--- config.mk ---
export PLATFORM = sky130hd
export DESIGN_NAME = mem_access_stage
export DESIGN_NICKNAME = d
export VERILOG_FILES = /design/src/rtl/mem_stage_pkg.sv /design/src/rtl/load_store_align.sv /design/src/rtl/mem_access_stage.sv
export SDC_FILE = /design/constraint.sdc
export NUM_CORES = 1
export LEC_CHECK = 0
export CORE_ASPECT_RATIO = 1.2
export CORE_MARGIN = 2
export CORE_UTILIZATION = 48
export CTS_CLUSTER_DIAMETER = 200
export DETAILED_ROUTE_END_ITERATION = 10
export HOLD_SLACK_MARGIN = 0.06
export PLACE_DENSITY = 0.88
export SLEW_MARGIN = 20
export SYNTH_ARGS = -nofsm -noshare
export SYNTH_HDL_FRONTEND = slang
export SYNTH_SLANG_ARGS = --single-unit
--- constraint.sdc ---
create_clock -name clock -period 6.45 [get_ports clock]
set_clock_uncertainty 0.1 [all_clocks]
set_input_delay 0.645 -clock clock [delete_from_list [all_inputs] [get_ports clock]]
set_output_delay 0.645 -clock clock [all_outputs]
set_load 0.005 [all_outputs]
--- src/rtl/mem_stage_pkg.sv ---
// rtl/mem_stage_pkg.sv - shared constants and types for the RV32 MEM-stage load/store unit
//
// Purpose : funct3 size/sign codes, IDLE/ACCESS state encoding, timeout counter
//           width, the latched memory-op record and small decode helpers.
// Ports   : none (package).
package mem_stage_pkg;

    localparam int CNT_W = 8;

    localparam logic [2:0] F3_B  = 3'b000;
    localparam logic [2:0] F3_H  = 3'b001;
    localparam logic [2:0] F3_W  = 3'b010;
    localparam logic [2:0] F3_BU = 3'b100;
    localparam logic [2:0] F3_HU = 3'b101;

    localparam logic [0:0] ST_IDLE   = 1'b0;
    localparam logic [0:0] ST_ACCESS = 1'b1;

    typedef enum logic [1:0] {
        SZ_B = 2'd0,
        SZ_H = 2'd1,
        SZ_W = 2'd2
    } size_e;

    // Everything about an accepted memory op that must stay stable while the
    // request is outstanding.
    typedef struct packed {
        logic [1:0]  control_wb;
        logic        we;
        logic [2:0]  funct3;
        logic [31:0] addr;
        logic [31:0] wdata;
        logic [4:0]  write_reg;
    } mem_op_t;

    // Reserved encodings fall through to word size.
    function automatic size_e f3_size(input logic [2:0] f3);
        case (f3)
            F3_B, F3_BU: return SZ_B;
            F3_H, F3_HU: return SZ_H;
            F3_W:        return SZ_W;
            default:     return SZ_W;
        endcase
    endfunction

    function automatic logic f3_unsigned(input logic [2:0] f3);
        return (f3 == F3_BU) || (f3 == F3_HU);
    endfunction

endpackage

--- src/rtl/load_store_align.sv ---
// rtl/load_store_align.sv - combinational byte-lane steering and load extension
//
// Purpose : derives store byte enables and lane-replicated store data, selects
//           and sign/zero-extends the load lane, and flags misaligned accesses.
//           The misalign flag is only live when MISALIGN_TRAP_EN is defined;
//           otherwise it is tied to 0 and offending low address bits are
//           ignored (halfwords use a[1], words use the whole word).
// Ports   : funct3_i      size/sign code
//           addr_lo_i     effective address bits [1:0]
//           store_data_i  store data (rs2)
//           rdata_i       word returned by data memory
//           wstrb_o       byte enables for a store
//           wdata_o       lane-replicated store data
//           load_data_o   extended load data
//           misalign_o    access violates its natural alignment
module load_store_align
    import mem_stage_pkg::*;
(
    input  logic [2:0]  funct3_i,
    input  logic [1:0]  addr_lo_i,
    input  logic [31:0] store_data_i,
    input  logic [31:0] rdata_i,
    output logic [3:0]  wstrb_o,
    output logic [31:0] wdata_o,
    output logic [31:0] load_data_o,
    output logic        misalign_o
);

    size_e       size;
    logic        is_unsigned;
    logic [7:0]  byte_sel;
    logic [15:0] half_sel;

    always_comb begin
        case (addr_lo_i)
            2'd0:    byte_sel = rdata_i[7:0];
            2'd1:    byte_sel = rdata_i[15:8];
            2'd2:    byte_sel = rdata_i[23:16];
            default: byte_sel = rdata_i[31:24];
        endcase
    end

    assign half_sel = addr_lo_i[1] ? rdata_i[31:16] : rdata_i[15:0];

    always_comb begin
        size        = f3_size(funct3_i);
        is_unsigned = f3_unsigned(funct3_i);
        wstrb_o     = 4'hF;
        wdata_o     = store_data_i;
        load_data_o = rdata_i;
        case (size)
            SZ_B: begin
                wstrb_o     = 4'b0001 << addr_lo_i;
                wdata_o     = {4{store_data_i[7:0]}};
                load_data_o = is_unsigned ? {24'h0, byte_sel}
                                          : {{24{byte_sel[7]}}, byte_sel};
            end
            SZ_H: begin
                wstrb_o     = 4'b0011 << {addr_lo_i[1], 1'b0};
                wdata_o     = {2{store_data_i[15:0]}};
                load_data_o = is_unsigned ? {16'h0, half_sel}
                                          : {{16{half_sel[15]}}, half_sel};
            end
            default: begin
                wstrb_o     = 4'hF;
                wdata_o     = store_data_i;
                load_data_o = rdata_i;
            end
        endcase
    end

`ifdef MISALIGN_TRAP_EN
    always_comb begin
        case (f3_size(funct3_i))
            SZ_B:    misalign_o = 1'b0;
            SZ_H:    misalign_o = addr_lo_i[0];
            default: misalign_o = (addr_lo_i != 2'b00);
        endcase
    end
`else
    assign misalign_o = 1'b0;
`endif

endmodule

--- src/rtl/mem_access_stage.sv ---
// rtl/mem_access_stage.sv - RV32 MEM-stage load/store unit with req/ack data-memory port
//
// Purpose : accepts an instruction from EX/MEM; ALU ops pass through with one
//           cycle of latency, loads/stores run a req/ack transaction to data
//           memory while stalling upstream, with a TIMEOUT_CYCLES abort that
//           reports bus_err_out. Results feed mem_wb2.
//           Optional build macro MISALIGN_TRAP_EN: misaligned H/W accesses are
//           not issued and report misalign_out instead.
// Ports   : clock, reset (async, active low)
//           EX/MEM in : valid_in, control_wb_in, memread_in, memwrite_in,
//                       funct3_in, alu_result_in, write_data_in, write_reg_in
//           upstream  : stall_out
//           dmem      : dmem_req, dmem_we, dmem_addr, dmem_wstrb, dmem_wdata,
//                       dmem_ack, dmem_rdata
//           mem_wb2   : valid_out, control_wb_out, read_data_out,
//                       alu_result_out, write_reg_out, bus_err_out, misalign_out
module mem_access_stage
    import mem_stage_pkg::*;
#(
    parameter int TIMEOUT_CYCLES = 255
)
(
    input  logic        clock,
    input  logic        reset,
    input  logic        valid_in,
    input  logic [1:0]  control_wb_in,
    input  logic        memread_in,
    input  logic        memwrite_in,
    input  logic [2:0]  funct3_in,
    input  logic [31:0] alu_result_in,
    input  logic [31:0] write_data_in,
    input  logic [4:0]  write_reg_in,
    output logic        stall_out,
    output logic        dmem_req,
    output logic        dmem_we,
    output logic [31:0] dmem_addr,
    output logic [3:0]  dmem_wstrb,
    output logic [31:0] dmem_wdata,
    input  logic        dmem_ack,
    input  logic [31:0] dmem_rdata,
    output logic        valid_out,
    output logic [1:0]  control_wb_out,
    output logic [31:0] read_data_out,
    output logic [31:0] alu_result_out,
    output logic [4:0]  write_reg_out,
    output logic        bus_err_out,
    output logic        misalign_out
);

    localparam logic [CNT_W-1:0] CNT_LAST = CNT_W'(TIMEOUT_CYCLES - 1);

    logic [0:0]       state_q, state_d;
    logic [CNT_W-1:0] cnt_q, cnt_d;
    mem_op_t          op_q, op_d;
    logic             valid_q, valid_d;
    logic [1:0]       cwb_q, cwb_d;
    logic [31:0]      rdata_q, rdata_d;
    logic [31:0]      alu_q, alu_d;
    logic [4:0]       wreg_q, wreg_d;
    logic             berr_q, berr_d;
    logic             mis_q, mis_d;

    logic             in_access;
    logic [2:0]       lsa_funct3;
    logic [1:0]       lsa_addr_lo;
    logic [31:0]      lsa_store_data;
    logic [3:0]       lsa_wstrb;
    logic [31:0]      lsa_wdata;
    logic [31:0]      lsa_load_data;
    logic             lsa_misalign;

    assign in_access = (state_q == ST_ACCESS);

    // In IDLE the aligner looks at the incoming op so the misalign decision is
    // made at acceptance; in ACCESS it looks at the latched op so the bus
    // fields stay stable and the load lane matches the issued address.
    assign lsa_funct3     = in_access ? op_q.funct3     : funct3_in;
    assign lsa_addr_lo    = in_access ? op_q.addr[1:0]  : alu_result_in[1:0];
    assign lsa_store_data = in_access ? op_q.wdata      : write_data_in;

    load_store_align u_align (
        .funct3_i     (lsa_funct3),
        .addr_lo_i    (lsa_addr_lo),
        .store_data_i (lsa_store_data),
        .rdata_i      (dmem_rdata),
        .wstrb_o      (lsa_wstrb),
        .wdata_o      (lsa_wdata),
        .load_data_o  (lsa_load_data),
        .misalign_o   (lsa_misalign)
    );

    always_comb begin
        state_d = state_q;
        cnt_d   = cnt_q;
        op_d    = op_q;
        valid_d = 1'b0;
        cwb_d   = 2'b00;
        rdata_d = 32'h0;
        alu_d   = 32'h0;
        wreg_d  = 5'd0;
        berr_d  = 1'b0;
        mis_d   = 1'b0;

        if (in_access) begin
            // valid_in is ignored here, including on the edge that returns to
            // IDLE: upstream is still stalled and holds the next instruction.
            cnt_d = cnt_q + 1'b1;
            if (dmem_ack) begin
                state_d = ST_IDLE;
                cnt_d   = '0;
                valid_d = 1'b1;
                cwb_d   = op_q.control_wb;
                rdata_d = op_q.we ? 32'h0 : lsa_load_data;
                alu_d   = op_q.addr;
                wreg_d  = op_q.write_reg;
            end else if (cnt_q == CNT_LAST) begin
                state_d = ST_IDLE;
                cnt_d   = '0;
                valid_d = 1'b1;
                cwb_d   = {1'b0, op_q.control_wb[0]};
                alu_d   = op_q.addr;
                wreg_d  = op_q.write_reg;
                berr_d  = 1'b1;
            end
        end else if (valid_in) begin
            if ((memread_in || memwrite_in) && !lsa_misalign) begin
                state_d = ST_ACCESS;
                cnt_d   = '0;
                op_d    = '{control_wb: control_wb_in,
                            we:         memwrite_in,
                            funct3:     funct3_in,
                            addr:       alu_result_in,
                            wdata:      write_data_in,
                            write_reg:  write_reg_in};
            end else begin
                valid_d = 1'b1;
                cwb_d   = control_wb_in;
                alu_d   = alu_result_in;
                wreg_d  = write_reg_in;
                // Only a trapped memory op reaches here with memread/memwrite set.
                if (memread_in || memwrite_in) begin
                    cwb_d[1] = 1'b0;
                    mis_d    = 1'b1;
                end
            end
        end
    end

    always_ff @(posedge clock or negedge reset) begin
        if (!reset) begin
            state_q <= ST_IDLE;
            cnt_q   <= '0;
            op_q    <= '0;
            valid_q <= 1'b0;
            cwb_q   <= 2'b00;
            rdata_q <= 32'h0;
            alu_q   <= 32'h0;
            wreg_q  <= 5'd0;
            berr_q  <= 1'b0;
            mis_q   <= 1'b0;
        end else begin
            state_q <= state_d;
            cnt_q   <= cnt_d;
            op_q    <= op_d;
            valid_q <= valid_d;
            cwb_q   <= cwb_d;
            rdata_q <= rdata_d;
            alu_q   <= alu_d;
            wreg_q  <= wreg_d;
            berr_q  <= berr_d;
            mis_q   <= mis_d;
        end
    end

    // Bus fields are gated by the registered state so they are all zero in
    // IDLE and during reset; loads drive zero strobes and data.
    assign stall_out  = in_access;
    assign dmem_req   = in_access;
    assign dmem_we    = in_access & op_q.we;
    assign dmem_addr  = in_access ? {op_q.addr[31:2], 2'b00} : 32'h0;
    assign dmem_wstrb = (in_access && op_q.we) ? lsa_wstrb : 4'h0;
    assign dmem_wdata = (in_access && op_q.we) ? lsa_wdata : 32'h0;

    assign valid_out      = valid_q;
    assign control_wb_out = cwb_q;
    assign read_data_out  = rdata_q;
    assign alu_result_out = alu_q;
    assign write_reg_out  = wreg_q;
    assign bus_err_out    = berr_q;
    assign misalign_out   = mis_q;

endmodule

==> reports/qor.csv <==
stage,metric,value,unit
run_status,status,completed,
floorplan,die_h,136,µm
run,drv_cap,0,
sta,post-route-min-period,4.00,ns
layout,nets,969,
worst_setup_path,required,5.70,ns
placement,dp.cells,1011,
worst_setup_path,reg2regPathDepth,6,
synthesis,syn_area,7010,µm²
cts,clock_path_buffers,2,
route,drt_iter0_drc,371,
worst_setup_path,crit_path_end_kind,output port,
layout,n_antenna_cell,0,
layout,fill_cells,997,
synthesis,synth_warnings,0,
cts,clock_latency,0.42,ns
sta,maxSlewHeadroom,28.4,%
sta,tightestPinTransition,1.07,ns
route,drc,0,
synthesis,synthCells,619,
synthesis,ys_ff_latch,157,
power,leakagePower,4.41,nW
placement,dp_hpwl,13800,µm
cts,clkTransAtPathRegs,0.07,ns
route,vias,5836,
min_path,min_path_type,in2async,
floorplan,core_area,14400,µm²
route,wl_per_cell,19.2,µm
sta,final-setup-viol-count,0,
sta,fmax,250,MHz
global_routing,gr-total-overflow,0,
global_routing,grt_usage,25.5,%
worst_setup_path,cp_data_arrival_time,3.26,ns
power,peakVddDrop,180,µV
global_routing,grt_pass1_wl,30400,µm
synthesis,synth_edf_count,0,
synthesis,ys_seq_area_share,56.1,%
floorplan,rows,48,
layout,fin_area,10200,µm²
synthesis,synth_flop_cell,dfrtp_1,
layout,area_delta_synth_final,46.0,%
layout,fin_cells,1043,
cts,cts-root-buf,clkbuf_16,
worst_setup_path,r2r_start,dmem_req,
worst_setup_path,path_max_fanout,48,
cts,holdBufCountCts,0,
floorplan,initial_core_util,48.8,%
route,postRouteAntennaNets,0,
synthesis,synthArstFlopShare,100,%
route,first_pass_iters,5,
cts,cts.sinks,157,
sta,hold_viol,0,
layout,most-common-layout-cells,"252 x clkdlybuf4s50_1, 156 x dfrtp_1, 71 x mux2_2",
placement,io_buffers,253,
placement,place_congestion,0.842,
cts,cts_setup_buffers,0,
sta,rsz0062_at_grt,no,
layout,drive_above_1_share,14.7,%
route,totalWireLength,20000,µm
route,viasPerCell,5.60,
worst_setup_path,r2r_end,read_data_out[22],
cts,cts_buffers,17,
global_routing,grt_pass1_vias,5725,
placement,post-place-ws,2.90,ns
global_routing,antenna_found_initial,1,
worst_setup_path,path_class,reg2out,
layout,layout_commonest_cell,clkdlybuf4s50_1,
synthesis,postSynthAreaPerCell,11.3,µm²
synthesis,yosysUniqueCellTypes,46,
cts,cts_resized,0,
sta,fin_crit_sh,62.0,%
sta,timing.final.ws_setup,2.45,ns
sta,slew_viol_final,0,
power,power.density,296,nW/µm²
sta,fin_tns_setup,0,ns
cts,cts_tree,done,
cts,htreeDepth,4,
floorplan,fp.dieW,114,µm
floorplan,dieArea,15600,µm²
global_routing,grt_max_degree,88,
floorplan,num_io_pins,257,
worst_setup_path,rrSetupSlack,3.42,ns
worst_setup_path,crit_path_start_kind,flop,
placement,dpl_cell_area,9630,µm²
final cells by class:
type	count	area [µm²]	area share [%]
timing repair buffer	259	2580	25.2
inverter	10	37.5	0.367
clock inverter	12	136	1.33
tap	175	219	2.14
clock buffer	20	457	4.46
sequential	157	3930	38.4
multi-input combinational	410	2870	28.1
registers in the layout, summed over array words and instances (netlist names):
name / cells
cnt_q: 8
write_reg_out: 5
bus_err_out: 1
control_wb_out: 2
dmem_req: 1
read_data_out: 32
alu_result_out: 32
op_q: 75
valid_out: 1
metrics by stage:
stage               hold WS [ns]  utilization [%]  power [mW]
floorplan                  0.249                -        1.62
global placement           0.362             67.1        2.01
detailed placement         0.369             67.1        2.04
CTS                        0.197             71.2        3.04
global route               0.230             71.3        3.16
finish                     0.145             71.3        3.03
where the power goes:
| group | switching, mW | internal [mW] |
|---|---|---|
| clock network | 0.405 | 0.593 |
| logic | 0.320 | 0.443 |
| registers | 0.124 | 1.14 |
per-layer routing:
metal,up-vias,track usage (%),share of wire (%)
met3,57,6.91,7.0
met4,2,13.1,3.7
met5,-,0,0.055
met1,2848,30.7,38
li1,2665,-,-
met2,264,42.0,51
Yosys cell counts, types with 5 or more instances:
cell	number	share of area, %
a211oi_1	5	0.54
nand2_1	56	3.0
inv_1	10	0.54
mux2i_1	14	2.0
o21ai_0	22	1.6
and3_1	10	0.89
nor3_1	5	0.36
mux2_2	71	11
clkbuf_1	25	1.3
o221a_2	5	0.80
dfrtp_1	157	56
a22oi_1	8	0.86
a221o_1	8	1.1
a21oi_1	35	2.5
a22o_1	39	4.9
and2_1	32	2.9
buf_2	12	0.86
nor2_1	56	3.0
worst max-delay path by stage:
stage | startpoint | to | slack, ns | cells after the start
2_1_floorplan | dmem_req | dmem_wdata[24] | 3.90 | 6
3_3_place_gp | funct3_in[1] | dmem_wstrb[0] | 2.93 | 6
3_5_place_dp | funct3_in[1] | dmem_wstrb[0] | 2.90 | 6
4_1_cts | dmem_req | dmem_wdata[30] | 2.47 | 6
5_1_grt | dmem_req | dmem_wdata[30] | 2.32 | 6
6_report | dmem_req | dmem_wdata[30] | 2.45 | 6
logic make-up (layout without fill, tap and decap cells):
| group | Yosys count | after routing | share of synthesized area (%) |
|---|---|---|---|
| simple gates | 180 | 180 | 12.0 |
| flops | 157 | 157 | 56.1 |
| compound gates | 138 | 138 | 14.3 |
| mux | 86 | 86 | 13.6 |
| buf+inv | 54 | 301 | 3.45 |
| fa+ha+maj | 2 | 2 | 0.357 |
| other cells | 1 | 3 | 0.0535 |
| xor+xnor | 1 | 1 | 0.125 |
worst max-delay path: stages (launching register included):
cell             delay (ns)
dfrtp_2                0.61
buf_4                  0.49
mux2i_4                0.30
buf_4                  0.40
nor2_1                 0.10
a211oi_1               0.31
clkdlybuf4s50_1        0.58
No activity file was read; power rests on OpenSTA's default activity.
==> edit: new RTL, same settings <==
Change the package constant `CNT_W` from 8 to 9.
--- a/src/rtl/mem_stage_pkg.sv
+++ b/src/rtl/mem_stage_pkg.sv
@@ -6,5 +6,5 @@
 package mem_stage_pkg;
 
-    localparam int CNT_W = 8;
+    localparam int CNT_W = 9;
 
     localparam logic [2:0] F3_B  = 3'b000;
Formal check against the unedited RTL: same outputs for any inputs over 4 cycles, from zero or initial values and one cycle with reset low; that may be too few to reach the edited logic, so the function may still have changed.
==> edit against the unedited design <==
  * Total power down 0.19%
  * Area after synthesis rose by 1.3%
  * Sequential cell count grew 1
  * Final area grew 0.64%
  * Sequential share of layout area about the same
  * Routed wire length fell by 2.4%
  * Synthesized cell count down 0.65%
  * Worst setup slack better by 0.16 ns
  * Largest cell class unchanged
  * Largest power group unchanged
==> edit: results <==
export IMPL_ys_seq_area_share_pct=55.72
export IMPL_r2r_cells=5
export IMPL_crit_slowest_cell="a21oi_2"
export IMPL_antenna_found_initial=0
export IMPL_run_status="completed"
export IMPL_fillers=1032
export IMPL_slew_headroom_pct=31.16
export IMPL_largest_reg_flops=75
export IMPL_ys_warn_count=0
export IMPL_synth_compound_area_share_pct=13.65
export IMPL_cp_arrival_ns=3.09
export IMPL_grt_util_all_layers_pct=24.58
export IMPL_grt_first_pass_wirelength_mm=30.08
export IMPL_synthAdderAreaFrac_pct=0.3527
export IMPL_ys_types=48
export IMPL_place_congestion=0.8580
export IMPL_p_leak_nw=4.448
export IMPL_synth_commonest_cells="dfrtp_1, nor2_1, mux2_2"
export IMPL_cts_buffers_inserted=17
export IMPL_irDropWorstVdd_mv=0.1560
export IMPL_synth_area_leaders="dfrtp_1, mux2_2, a22o_1, mux2_1, nor2_1"
export IMPL_dr_pass1_iters=4
export IMPL_clock_latency_ns=0.41
export IMPL_vias_per_cell=5.558
export IMPL_cp_max_fo=68
export IMPL_drt_iter0_markers=450
export IMPL_slowest_delay_ns=0.73
export IMPL_hold_path_class="in2async"
export IMPL_grt_pass1_vias=5781
export IMPL_worst_r2r_setup_slack_ns=3.29
export IMPL_hpwlAfterDp_mm=13.42
export IMPL_synthMuxAreaShare_pct=15.13
export IMPL_clk_path_buf_depth=2
export IMPL_p_switching_w=0.0008265
export IMPL_drive_above_1_share_pct=11.10
export IMPL_final_nets=967
export IMPL_worstReg2RegEnd="op_q[4]"
export IMPL_io_buffers=253
export IMPL_grt_start_max_net_pins=105
export IMPL_synth_xor_area_share_pct=0.1234
export IMPL_wl_per_cell_microns=18.80
export IMPL_cts_reportedPaths_clkPinSlew_ns=0.06
export IMPL_place_area_sq_um=9714
## edit: final cells by class
cell class                      count  area share, %
Inverter                            8         0.2917
Tap cell                          175          2.127
Clock inverter                     11          1.398
Clock buffer                       20          4.242
Sequential cell                   158          38.42
Multi-Input combinational cell    407          28.33
Timing Repair Buffer              261          25.19
## edit: stage by stage
stage / worst slack [ns] / utilization [%] / instances / total power [W] / hold WS, ns
2_1_floorplan: 4.045 / - / 617 / 0.001632 / 0.2494
3_3_place_gp: 2.806 / 67.40 / 1009 / 0.002016 / 0.3619
3_5_place_dp: 2.715 / 67.40 / 1009 / 0.002040 / 0.3770
4_1_cts: 2.605 / 71.42 / 1040 / 0.003042 / 0.2694
5_1_grt: 2.420 / 71.42 / 1040 / 0.003163 / 0.3093
6_report: 2.611 / 71.42 / 1040 / 0.003020 / 0.2119
## edit: worst max path at each step
stage                  from              to  slack [ns]  cells past startpoint
2_1_floorplan      dmem_req  dmem_wdata[24]        4.05                      6
3_3_place_gp   funct3_in[1]  dmem_wdata[27]        2.81                      5
3_5_place_dp   funct3_in[1]  dmem_wdata[13]        2.71                      6
4_1_cts            dmem_req  dmem_wdata[13]        2.61                      6
5_1_grt            dmem_req  dmem_wdata[10]        2.42                      6
6_report           dmem_req  dmem_wdata[13]        2.61                      6
## edit: cell families after synthesis
logic type,count (synthesis)
DFF,158
other,1
and+or+nand+nor,173
buffers and inverters,52
xor gates and xnor gates,1
muxes,97
adders and majority gates,2
AOI/OAI and AO/OA,131
## edit: power by group through the flow
stage | Combinational (W) | Clock, W | Sequential [W]
2_1_floorplan | 0.000393 | 0 | 0.00124
3_3_place_gp | 0.000748 | 0 | 0.00127
3_5_place_dp | 0.000766 | 0 | 0.00127
4_1_cts | 0.000772 | 0.00101 | 0.00126
5_1_grt | 0.000830 | 0.00105 | 0.00128
6_report | 0.000766 | 0.000995 | 0.00126
## edit: routing by layer
metal,global-route usage (%),vias to the layer above,routed length (microns)
li1,-,2646,-
met1,31.41,2848,7910
met2,39.35,227,9763
met3,5.147,59,943
met4,13.12,0,929
met5,0,-,0
## edit: critical path, delay by kind of cell, from the launching register on
family / cells / cell delay (ns)
buffers and inverters: 2 / 1.09
AO/OA/AOI/OAI: 1 / 0.73
flip-flops: 1 / 0.35
AND/OR/NAND/NOR: 2 / 0.27
multiplexers: 1 / 0.19
